<file path="src/rtl/imem_pkg.sv">
// Shared definitions for the instruction-RAM loader.
//   ADDR_W / DATA_W : RAM word-address and word widths (2Kx32 RAM)
//   CNT_W           : width of a word count that can express 0..IMEM_DEPTH
//   MEM_EN/MEM_DIS  : levels for the active-low RAM controls CEN/WEN/OEN
//   state_t         : loader FSM states
package imem_pkg;

  localparam int ADDR_W     = 11;
  localparam int DATA_W     = 32;
  localparam int IMEM_DEPTH = 2048;
  localparam int CNT_W      = ADDR_W + 1;

  // Largest legal word_count, sized to the count port.
  localparam logic [CNT_W-1:0] DEPTH_CNT = CNT_W'(IMEM_DEPTH);

  localparam logic MEM_EN  = 1'b0;
  localparam logic MEM_DIS = 1'b1;

  typedef enum logic [2:0] {
    S_IDLE,
    S_WRITE,
    S_VERIFY,
    S_WAIT_Q,
    S_CHECK,
    S_FINISH
  } state_t;

endpackage

</file>
<file path="src/rtl/imem_readback.sv">
// Readback engine for the loader's verify phase.
// Steps a read address from base_i through base_i+count_i-1 (wrapping at
// the RAM depth), one address per cycle, and accumulates the words the RAM
// returns RD_LAT cycles after it samples each address.
//   clk, rst_n  : clock, asynchronous active-low reset
//   start_i     : arms the engine; clears the address counter and rsum
//   base_i      : first read address
//   count_i     : number of words to read back (>= 1 when started)
//   mem_q_i     : RAM read data
//   issue_o     : a read address is offered this cycle (addr_o)
//   last_o      : the offered address is the final one
//   addr_o      : read address to be registered onto the RAM port
//   drained_o   : all issued reads have been accumulated
//   rsum_o      : sum of read words mod 2^DATA_W
module imem_readback
  import imem_pkg::*;
#(
  parameter int RD_LAT = 1
) (
  input  logic              clk,
  input  logic              rst_n,
  input  logic              start_i,
  input  logic [ADDR_W-1:0] base_i,
  input  logic [CNT_W-1:0]  count_i,
  input  logic [DATA_W-1:0] mem_q_i,
  output logic              issue_o,
  output logic              last_o,
  output logic [ADDR_W-1:0] addr_o,
  output logic              drained_o,
  output logic [DATA_W-1:0] rsum_o
);

  logic              active_q;
  logic [CNT_W-1:0]  cnt_q;
  // vld_p_q[0] is aligned with the registered RAM address; bit RD_LAT marks
  // the cycle in which the matching mem_q is valid.
  logic [RD_LAT:0]   vld_p_q;
  logic [DATA_W-1:0] rsum_q;

  assign issue_o   = active_q;
  assign last_o    = active_q && (cnt_q == (count_i - CNT_W'(1)));
  assign addr_o    = base_i + cnt_q[ADDR_W-1:0];
  assign drained_o = !active_q && (vld_p_q == '0);
  assign rsum_o    = rsum_q;

  always_ff @(posedge clk or negedge rst_n) begin
    if (!rst_n) begin
      active_q <= 1'b0;
      cnt_q    <= '0;
      vld_p_q  <= '0;
    end else if (start_i) begin
      active_q <= 1'b1;
      cnt_q    <= '0;
      vld_p_q  <= '0;
    end else begin
      vld_p_q <= {vld_p_q[RD_LAT-1:0], active_q};
      if (active_q) begin
        cnt_q <= cnt_q + CNT_W'(1);
        if (last_o) active_q <= 1'b0;
      end
    end
  end

  // Accumulator is pure data: cleared when armed, so it needs no reset.
  always_ff @(posedge clk) begin
    if (start_i) begin
      rsum_q <= '0;
    end else if (vld_p_q[RD_LAT]) begin
      rsum_q <= rsum_q + mem_q_i;
    end
  end

endmodule

</file>
<file path="src/rtl/imem_loader.sv">
// Instruction-RAM loader: accepts program words over valid/ready, writes
// them to the 2Kx32 RAM (active-low CEN/WEN/OEN, synchronous read), reads
// the block back, compares checksums and holds the CPU until verified.
//   clk, rst_n          : clock, asynchronous active-low reset
//   start               : one-cycle pulse, begins a load when idle
//   base_addr           : first RAM word address (sampled on start)
//   word_count          : words to load, 0..2048 (sampled on start)
//   in_valid/in_data    : host word stream
//   in_ready            : loader accepts in_data this cycle
//   mem_cen/wen/oen     : RAM controls, active low
//   mem_addr/mem_d      : RAM address and write data
//   mem_q               : RAM read data
//   busy                : load or verify in progress
//   done                : one-cycle pulse on successful verify
//   error               : sticky verify mismatch / bad count
//   checksum            : sum of written words, valid when not busy
//   cpu_hold            : CPU stall until a verified load
module imem_loader
  import imem_pkg::*;
#(
  parameter int RD_LAT = 1
) (
  input  logic              clk,
  input  logic              rst_n,
  input  logic              start,
  input  logic [ADDR_W-1:0] base_addr,
  input  logic [CNT_W-1:0]  word_count,
  input  logic              in_valid,
  input  logic [DATA_W-1:0] in_data,
  output logic              in_ready,
  output logic              mem_cen,
  output logic              mem_wen,
  output logic              mem_oen,
  output logic [ADDR_W-1:0] mem_addr,
  output logic [DATA_W-1:0] mem_d,
  input  logic [DATA_W-1:0] mem_q,
  output logic              busy,
  output logic              done,
  output logic              error,
  output logic [DATA_W-1:0] checksum,
  output logic              cpu_hold
);

  state_t            state_q;
  logic [ADDR_W-1:0] base_q;
  logic [CNT_W-1:0]  count_q;
  logic [CNT_W-1:0]  idx_q;
  logic [DATA_W-1:0] wsum_q;

  logic              in_ready_q;
  logic              cen_q;
  logic              wen_q;
  logic              oen_q;
  logic [ADDR_W-1:0] addr_q;
  logic [DATA_W-1:0] d_q;
  logic              busy_q;
  logic              done_q;
  logic              error_q;
  logic [DATA_W-1:0] checksum_q;
  logic              hold_q;

  logic              hs;
  logic              last_wr;
  logic              rb_start;
  logic              rb_issue;
  logic              rb_last;
  logic              rb_drained;
  logic [ADDR_W-1:0] rb_addr;
  logic [DATA_W-1:0] rb_rsum;
  logic [ADDR_W-1:0] wr_addr_d;

  assign hs        = (state_q == S_WRITE) && in_valid && in_ready_q;
  assign last_wr   = (idx_q == (count_q - CNT_W'(1)));
  // Arm the readback on the final handshake so its first address is ready
  // in the first VERIFY cycle.
  assign rb_start  = hs && last_wr;
  // Address arithmetic is ADDR_W wide, so base+idx wraps at the RAM depth.
  assign wr_addr_d = base_q + idx_q[ADDR_W-1:0];

  imem_readback #(
    .RD_LAT (RD_LAT)
  ) u_readback (
    .clk       (clk),
    .rst_n     (rst_n),
    .start_i   (rb_start),
    .base_i    (base_q),
    .count_i   (count_q),
    .mem_q_i   (mem_q),
    .issue_o   (rb_issue),
    .last_o    (rb_last),
    .addr_o    (rb_addr),
    .drained_o (rb_drained),
    .rsum_o    (rb_rsum)
  );

  always_ff @(posedge clk or negedge rst_n) begin
    if (!rst_n) begin
      state_q    <= S_IDLE;
      base_q     <= '0;
      count_q    <= '0;
      idx_q      <= '0;
      wsum_q     <= '0;
      in_ready_q <= 1'b0;
      cen_q      <= MEM_DIS;
      wen_q      <= MEM_DIS;
      oen_q      <= MEM_DIS;
      addr_q     <= '0;
      d_q        <= '0;
      busy_q     <= 1'b0;
      done_q     <= 1'b0;
      error_q    <= 1'b0;
      checksum_q <= '0;
      hold_q     <= 1'b1;
    end else begin
      case (state_q)
        S_IDLE: begin
          in_ready_q <= 1'b0;
          cen_q      <= MEM_DIS;
          wen_q      <= MEM_DIS;
          oen_q      <= MEM_DIS;
          busy_q     <= 1'b0;
          done_q     <= 1'b0;
          if (start) begin
            base_q  <= base_addr;
            count_q <= word_count;
            error_q <= 1'b0;
            if (word_count == '0) begin
              checksum_q <= '0;
              done_q     <= 1'b1;
              hold_q     <= 1'b0;
              state_q    <= S_FINISH;
            end else if (word_count > DEPTH_CNT) begin
              error_q <= 1'b1;
              hold_q  <= 1'b1;
            end else begin
              busy_q     <= 1'b1;
              hold_q     <= 1'b1;
              wsum_q     <= '0;
              idx_q      <= '0;
              in_ready_q <= 1'b1;
              state_q    <= S_WRITE;
            end
          end
        end

        S_WRITE: begin
          if (hs) begin
            cen_q  <= MEM_EN;
            wen_q  <= MEM_EN;
            addr_q <= wr_addr_d;
            d_q    <= in_data;
            wsum_q <= wsum_q + in_data;
            idx_q  <= idx_q + CNT_W'(1);
            if (last_wr) begin
              in_ready_q <= 1'b0;
              state_q    <= S_VERIFY;
            end
          end else begin
            cen_q <= MEM_DIS;
            wen_q <= MEM_DIS;
          end
        end

        S_VERIFY: begin
          wen_q <= MEM_DIS;
          if (rb_issue) begin
            cen_q  <= MEM_EN;
            oen_q  <= MEM_EN;
            addr_q <= rb_addr;
          end else begin
            cen_q <= MEM_DIS;
          end
          if (rb_last) state_q <= S_WAIT_Q;
        end

        // No new reads; OEN stays enabled until the last word is captured.
        S_WAIT_Q: begin
          cen_q <= MEM_DIS;
          if (rb_drained) state_q <= S_CHECK;
        end

        S_CHECK: begin
          oen_q      <= MEM_DIS;
          busy_q     <= 1'b0;
          checksum_q <= wsum_q;
          if (rb_rsum == wsum_q) begin
            done_q  <= 1'b1;
            hold_q  <= 1'b0;
            state_q <= S_FINISH;
          end else begin
            error_q <= 1'b1;
            hold_q  <= 1'b1;
            state_q <= S_IDLE;
          end
        end

        S_FINISH: begin
          done_q  <= 1'b0;
          state_q <= S_IDLE;
        end

        default: state_q <= S_IDLE;
      endcase
    end
  end

  assign in_ready = in_ready_q;
  assign mem_cen  = cen_q;
  assign mem_wen  = wen_q;
  assign mem_oen  = oen_q;
  assign mem_addr = addr_q;
  assign mem_d    = d_q;
  assign busy     = busy_q;
  assign done     = done_q;
  assign error    = error_q;
  assign checksum = checksum_q;
  assign cpu_hold = hold_q;

endmodule

</file>
<file path="config.mk">
export PLATFORM = sky130hd
export DESIGN_NAME = imem_loader
export DESIGN_NICKNAME = d
export VERILOG_FILES = /design/src/rtl/imem_pkg.sv /design/src/rtl/imem_readback.sv /design/src/rtl/imem_loader.sv
export SDC_FILE = /design/constraint.sdc
export NUM_CORES = 1
export LEC_CHECK = 0
export CORE_MARGIN = 2
export CORE_UTILIZATION = 30
export CTS_CLUSTER_DIAMETER = 80
export DETAILED_ROUTE_END_ITERATION = 8
export PLACE_DENSITY = 0.52
export SYNTH_ARGS = -nofsm -noshare
export SYNTH_HDL_FRONTEND = slang
export SYNTH_SLANG_ARGS = --single-unit
</file>
<file path="constraint.sdc">
create_clock -name clk -period 4.7 [get_ports clk]
set_input_delay 0.705 -clock clk [delete_from_list [all_inputs] [get_ports clk]]
set_output_delay 0.705 -clock clk [all_outputs]
set_load 0.01 [all_outputs]
</file>
; ---- Word-level counts from Yosys, hierarchy flattened
; Index checks and enable logic that the tools add are counted.
[classes]
n_addsub = 7
n_lt_le_gt_ge = 1
eq_ne = 20
mux = 57
reduce_logical = 31
[ops]
columns = operator, count
row1 = 32-bit 2-to-1 mux, 6
row2 = 32-bit one-hot mux with 2 select lines, 2
row3 = 12-bit 2-to-1 mux, 6
row4 = 32-bit adder, 2
row5 = 32-bit == test, 1
row6 = "12-bit by 1-bit adder with 12-bit output, second input constant", 2
row7 = 12-bit == test, 2
row8 = 3-bit 2-to-1 mux, 8
row9 = 12-bit one-hot mux with 2 select lines, 1
row10 = 11-bit adder, 2
row11 = 11-bit 2-to-1 mux, 2
row12 = 11-bit one-hot mux with 2 select lines, 1
row13 = 1-bit 2-to-1 mux, 21
row14 = "2-bit != test, second input constant", 10
row15 = 3-bit one-hot mux with 5 select lines, 1
row16 = "12-bit > comparator, second input constant", 1
row17 = 12-bit zero test, 1
row18 = 1-bit one-hot mux with 2 select lines, 6
row19 = 3-bit AND reduction, 4
row20 = 2-bit nonzero test, 6
row21 = "12-bit by 1-bit subtractor with 12-bit output, second input constant", 1
row22 = 2-bit AND reduction, 5
row23 = "3-bit by 2-bit == test with 1-bit output, second input constant", 2
row24 = "3-bit == test, second input constant", 2
row25 = 13 further kinds, 21
[word_totals]
reg_bits = 200
input_bits = 91
output_inout_bits = 83
wordCells = 136

; ---- Longest topological paths before layout
; Gate-level depths: netlist of run 1.
[depth]
depth_word = 6
ltp_mapped = 16
mapped_depth_nobuf = 15

; ---- Modules after synthesis
; From an unflattened synthesis of run 1, not the netlist that was laid out.
[unflattened]
cells_unflattened = 1438
hier_area_um2 = 13023.7
[modules_own_cells]
columns = mod, instances, cells_per_inst, area_per_inst_um2, seq_area_each_um2
row1 = imem_loader, 1, 885, 8501.9, 3833.7
row2 = imem_readback, 1, 553, 4521.8, 1016.0

; ---- Worst setup path after synthesis of run 1
; Ideal clock, no wire load.
[synth_path]
path_kind = register to register
from = register state_q[1]
to = register addr_q[10], in the netlist mem_addr[10]
setup_time_ps = 130
arrival_ps = 3638
required_time_ps = 4570
slack_ps = 932
stages_incl_launch_ff = 17
n_path_buf = 2
period_less_slack_ps = 3768
cell_sequence = dfrtp_1 clkbuf_1 inv_1 nor3_1 clkbuf_1 mux2_2 fa_1 a21o_1 a21oi_1 o21bai_1 a21oi_1 nor2b_1 o21a_1 o31a_1 a21oi_1 xnor2_1 o21ai_1
[synth_via]
elab_chain_cells = 5
elab_cells_between_ends = 9
cone_classes = 4 x eq/ne / 1 x mux / 4 x reduce/logical
[synth_rtl]
columns = element, line_no
row1 = start: declaration, imem_loader.sv:44  ; state_t state_q;
row2 = start signal: assignment, imem_loader.sv:98  ; state_q <= S_IDLE;
row3 = start signal: assignment, imem_loader.sv:131  ; state_q <= S_FINISH;
row4 = start signal: assignment, imem_loader.sv:141  ; state_q <= S_WRITE;
row5 = 3-bit by 1-bit == test with 1-bit output, "imem_loader.sv:72, imem_loader.sv:115"
row6 = 1-bit logical AND (2 in a row), imem_loader.sv:72  ; assign hs = (state_q == S_WRITE) && in_valid && in_ready_q;
row7 = 2-bit != test (no source line), -
row8 = 3-bit AND reduction (no source line), -
row9 = end signal: assignment, imem_loader.sv:150  ; addr_q <= wr_addr_d;
row10 = end signal: assignment, imem_loader.sv:169  ; addr_q <= rb_addr;
row11 = end: declaration, imem_loader.sv:54  ; logic [ADDR_W-1:0] addr_q;
; Parallel ways exist; a longest one is shown, timed or not.
; A chain may end at the register's enable or synchronous reset.

; ---- Final worst setup path of run 1
; Same ends and word-level chain as after synthesis.

==> results of run 1 <==
-- cell usage in the layout, fill, tap and decap left out, types with 22 or more instances in the layout --
master / synthesis / routed
clkdlybuf4s50_1: 0 / 172
dfxtp_1: 32 / 32
o21ai_0: 48 / 48
dfrtp_1: 164 / 163
xor2_1: 95 / 95
inv_1: 22 / 22
a21oi_1: 81 / 80
ha_1: 75 / 75
nand2_1: 191 / 191
mux2_2: 33 / 33
nor2_1: 99 / 98
o21ai_1: 29 / 29
nand3_1: 26 / 26
a21o_1: 26 / 26
xnor2_1: 54 / 54
a22o_1: 41 / 41
mux2i_1: 30 / 30
-- metrics by stage --
| step | area [sq um] | utilization [%] |
|---|---|---|
| 6_report | 14900 | 37.6 |
| 5_1_grt | 14900 | 37.6 |
| 4_1_cts | 14900 | 37.6 |
| 3_5_place_dp | 14300 | 36.1 |
| 3_3_place_gp | 14300 | 36.1 |
| 2_1_floorplan | 12000 | - |
-- power groups by stage --
| stage | clock (mW) | combinational (mW) | sequential [mW] |
|---|---|---|---|
| floorplan | 0 | 0.332 | 1.80 |
| global placement | 0 | 0.535 | 1.81 |
| detailed placement | 0 | 0.536 | 1.81 |
| CTS | 1.57 | 0.541 | 1.78 |
| global route | 1.63 | 0.599 | 1.78 |
| finish | 1.52 | 0.536 | 1.78 |
-- logic make-up after synthesis --
family	Yosys count
mux	63
buf+inv	71
xor+xnor	149
compound gates	303
flops	200
simple gates	417
fa+ha+maj	78
-- worst max-delay path: cells and delay by family, from the launching register on --
kind | cells | cell delay [ns]
AO/OA/AOI/OAI | 8 | 1.35
flip-flops | 1 | 0.49
buffers and inverters | 1 | 0.13
XOR/XNOR | 1 | 0.14
adder cells (fa/ha/maj) | 2 | 0.62
multiplexers | 1 | 0.41
AND/OR/NAND/NOR | 2 | 0.66
-- final timing paths --
path                       startpoint      endpoint  slack (ns)  cells past startpoint
setup / recovery           state_q[1]  mem_addr[10]        0.75                     15
hold / removal                  rst_n    count_q[8]        0.36                      1
setup reg to reg           state_q[1]  mem_addr[10]        0.75                     15
hold reg to reg             mem_d[27]     mem_d[27]        0.48                      2
max in group asynchronous       rst_n     mem_d[14]        3.39                      2
min in group clk            mem_d[27]     mem_d[27]        0.48                      2
-- flip-flops by register name (all words and copies together) (netlist names), 2 cells and up --
name and cells:
mem_addr 11, u_readback.vld_p_q 2, u_readback.cnt_q 12, count_q 12, mem_d 32, idx_q 12, u_readback.rsum_o 32, wsum_q 32
state_q 3, checksum 32, base_q 11
-- final cells by class --
type	count	area, sq um	area share (%)
Clock buffer	17	425	2.86
Clock inverter	15	158	1.06
Inverter	22	82.6	0.556
Multi-Input combinational cell	1010	6850	46.1
Sequential cell	200	4850	32.7
Tap cell	525	657	4.42
Timing Repair Buffer	184	1830	12.3
-- per-layer routing --
metal  global-route usage, %  vias up  wire (um)
met3                    2.81       28       1400
met4                    5.16        0        632
met2                    29.0      196      16800
met5                       0        -          0
met1                    23.4     4689      16500
li1                        -     4850          -
==> reports/results.tsv, run 1 <==
metric	value	unit
cp_common_cell	a21oi_1	
drc_errors	0	
hpwlAfterDp	26300	um
antenna_left	0	
slew_headroom	33.8	%
first_pass_iters	5	
synth_top_family_by_area	compound AO/OA/AOI/OAI gates	
leakagePower	6.49	nW
synth_edf_count	0	
synth_xor_area_share	10.9	%
finalSetupViolCount	0	
grt_pass1_vias	9748	
switching_share	28.3	%
post-route-period-util	84.0	%
setup_ws	0.752	ns
drive_gt1_share	6.98	%
power_frac_clock	39.7	%
die_w	204	um
die_height	204	um
vias_per_cell	4.95	
cp_cell_sequence	inv_1 -> nor3_1 -> mux2_2 -> ha_1 -> fa_1 -> a21o_1 -> a21oi_1 -> o21bai_1 -> a21oi_1 -> nor2b_1 -> o21a_1 -> o31a_1 -> a21oi_1 -> xnor2_1 -> o21ai_1	
yosysWarnings	0	
ir_drop	0.000251	V
yosys.cell_types.count	70	
clk_pin_slew	0.08	ns
power	3.84	mW
antenna_found_initial	0	
power_frac_comb	14.0	%
status	completed	
required	5.01	ns
die-area	41500	sq um
mappedNetlistNets	1450	
cts.sinks	200	
criticalPathCategory	reg2reg	
synth.most_common_cell	nand2_1	
critPathSlowestCell	nor3_1	
nets	1604	
worst_setup_path_start_kind	register	
synthTopCellsByCount	nand2_1, dfrtp_1, nor2_1, xor2_1, a21oi_1	
yosys.area.top_type_share	34.3	%
intPower	2.75	mW
gp_congestion	0.857	
syn-cell-area	12000	sq um
avgSynthCellArea	9.33	sq um
slew_viol_final	0	
synth_compound_area_share	16.7	%
yosys-top-cells-area	dfrtp_1, ha_1, xor2_1	
ys_seq_area_share	40.6	%
drt_iter0_drc	522	
port_buffers	173	
num_antenna_cells	0	
end_kind	register	
cts-htree-levels	4	
grt_max_degree	97	
holdWs	0.359	ns
fin_cells	1973	
setup-tns-final	0	ns
fillers	3955	
ys_ff_latch	200	
pin_count	174	
synth_largest_area_cell	dfrtp_1	
synth-simple-area-share	15.5	%
muxShareOfSynthArea	5.62	%
grt_setup_unrepaired	no	
cp.arrival	4.26	ns
num_rows	73	
cts_tree	done	
period_needed	3.95	ns
p_per_area	258	nW/um^2
area_growth_syn_to_layout	24.2	%
cap_viol_max_count	0	
track_usage	17.5	%
core-area	39500	sq um
fin_worst_skew	0.0132	ns
vias	9763	
worst_slew_pin_slew	0.994	ns
slowest_delay	0.59	ns
postSynth.asyncResetShare	84.0	%
clock_path_buffers	2	
place_worst_setup_slack	0.692	ns
avgRoutedWirePerCell	17.9	um
numCtsBuffers	17	
grt_pass1_wl	56000	um
synth_fa_ha_area_share	8.35	%
worstSkewPairLatency	0.46	ns
hold_viol_final	0	
cts_setup_buffers	0	
overflow	0	
cts_resized	0	
hold_buffers	0	
power.switching	1.08	mW
fmax	253	MHz
place_inst	1941	
seqPwrFrac	46.3	%
wirelength	35400	um
synth_cells	1281	
hp-class	in2async	
cts_root_buf	clkbuf_16	
synthFlopType	dfrtp_1	
start_util	30.2	%
crit_path_max_fanout	8	
No activity file was read; power rests on OpenSTA's default activity.
==> inputs of run 2 (changes only) <==
PLACE_DENSITY = 0.54   (was 0.52)
clock period = 3.45 ns   (was 4.7 ns; I/O delays follow)
==> run 2 against run 1 <==
Net effect: utilization rose by 0.44 points; clock skew is essentially flat; global-route usage down 0.62 points; critical endpoint unchanged; via count rose by 0.43%; critical path type unchanged; first-iteration DRC count grew 13%; largest power group unchanged.
==> reports/results.tsv, run 2 (synthesis results as in run 1) <==
metric	value	unit	change
status	completed		
cts-htree-levels	4		unchanged
numCtsBuffers	17		unchanged
period_needed	3.22	ns	-0.724 ns
end_kind	register		
ir_drop	0.000402	V	+60%
pin_count	174		unchanged
worst_setup_path_start_kind	register		
power_frac_comb	14.3	%	+0.3 points
layout_commonest_cell	nand2_1		
finalSetupViolCount	0		unchanged
hold_buffers	0		unchanged
post-route-period-util	93.5	%	+9.5 points
switching_share	27.4	%	-0.89 points
slew_headroom	48.6	%	+15 points
wl_met2	16300	um	-3.0%
drt_iter0_drc	592		+13%
port_buffers	173		unchanged
core-area	39500	sq um	unchanged
clock_path_buffers	2		unchanged
grt_pass1_vias	9670		-0.80%
drive_gt1_share	8.41	%	+1.4 points
grt_pass1_wl	54300	um	-3.1%
nets	1630		+1.6%
p_per_area	342	nW/um^2	+32%
num_rows	73		unchanged
clk_pin_slew	0.07	ns	about the same
hp-class	in2async		
fin_area	15000	sq um	+1.2%
placed_area	14500	sq um	+1.4%
cts_setup_buffers	0		unchanged
power.switching	1.41	mW	+30%
area_growth_syn_to_layout	25.7	%	
gp_congestion	0.866		+1.1%
vias_per_cell	4.90		-0.93%
final_util	38.0	%	+0.44 points
cts_tree	done		
criticalPathCategory	reg2reg		
worstSkewPairLatency	0.46	ns	about the same
die_w	204	um	unchanged
wirelength	34700	um	-1.9%
seqPwrFrac	47.2	%	+0.9 points
power_frac_clock	38.6	%	-1.1 points
hpwlAfterDp	26200	um	-0.49%
slew_viol_final	0		unchanged
vias	9805		+0.43%
cts_resized	0		unchanged
overflow	0		unchanged
fin_cells	2000		+1.4%
worst_slew_pin_slew	0.771	ns	-0.223 ns
antenna_found_initial	3		+3
grt_max_degree	79		-19%
die_height	204	um	unchanged
cts.sinks	200		unchanged
fillers	3971		+0.40%
track_usage	16.9	%	-0.62 points
cap_viol_max_count	0		unchanged
required	3.79	ns	-1.22 ns
fmax	310	MHz	+22%
cp.arrival	3.57	ns	-0.69 ns
die-area	41500	sq um	unchanged
drc_errors	0		unchanged
start_util	30.2	%	unchanged
intPower	3.73	mW	+35%
first_pass_iters	5		unchanged
topRoutingLayerUsed	met5		
hold_viol_final	0		unchanged
leakagePower	6.59	nW	+1.6%
wl_met3	1660	um	+18%
avgRoutedWirePerCell	17.3	um	-3.3%
crit_path_max_fanout	2		-6
place_inst	1967		+1.3%
antenna_left	0		unchanged
mostFrequentLayoutCells	nand2_1, clkdlybuf4s50_1, dfrtp_1, nor2_1, xor2_1		
grt_setup_unrepaired	no		
cts_root_buf	clkbuf_16		
fin_worst_skew	0.0133	ns	+0.0000818 ns
wl_met1	16200	um	-2.0%
run 2: cell types whose count changed in the layout (fill, tap and decap cells not counted), sizes merged:
cell	delta
buf	+26
inv	-3
diode	+1
clkinvlp	+1
bufinv	-1
clkbuf	+5
clkinv	-2
run 2: layout make-up:
type,instances,area (sq um),area share [%]
tap,525,657,4.37
antenna,1,2.50,0.0167
sequential,200,4850,32.3
clock inverter,10,82.6,0.550
multi-input combinational,1010,6850,45.6
timing repair buffer,210,2020,13.5
inverter,22,82.6,0.550
clock buffer,22,475,3.16
run 2: stage by stage:
stage          power, mW  setup WS (ns)  TNS [ns]  hold WS [ns]
2_1_floorplan       2.91         0.0317         0         0.222
3_3_place_gp        3.20        -0.0753    -0.132         0.458
4_1_cts             5.21          0.189         0         0.142
6_report            5.14          0.226         0         0.121
3_5_place_dp        3.20         -0.138    -0.413         0.461
5_1_grt             5.38         0.0310         0         0.163
run 2: final timing paths:
kind	from	end	slack, ns	depth (start not counted)
setup / recovery	state_q[2]	mem_addr[10]	0.23	14
min in group clk	mem_d[27]	mem_d[27]	0.47	2
setup reg to reg	state_q[2]	mem_addr[10]	0.23	14
hold reg to reg	mem_d[27]	mem_d[27]	0.47	2
max in group asynchronous	rst_n	checksum[4]	2.44	2
hold / removal	rst_n	mem_d[28]	0.12	1
run 2: power by group through the flow:
stage | Sequential (mW) | Clock, mW | Combinational, mW
2_1_floorplan | 2.45 | 0 | 0.452
3_3_place_gp | 2.47 | 0 | 0.725
3_5_place_dp | 2.47 | 0 | 0.731
4_1_cts | 2.42 | 2.05 | 0.738
5_1_grt | 2.43 | 2.14 | 0.814
6_report | 2.42 | 1.98 | 0.732
run 2: critical path: stages, from the launching register on:
cell and delay, ns:
dfrtp_1 0.39, nor3_2 0.23, mux2_2 0.37, ha_1 0.21, fa_1 0.40, a21o_1 0.18
a21oi_1 0.20, o21bai_1 0.09, a21oi_1 0.19, nor2b_1 0.07, o21a_1 0.18, o31a_1 0.23
a21oi_1 0.18, xnor2_1 0.14, o21ai_1 0.07
run 2: routing by layer:
metal / track usage [%] / up-vias
met5: 0 / -
met4: 4.69 / 4
met3: 3.77 / 28
met2: 27.6 / 168
met1: 22.3 / 4716
li1: - / 4889
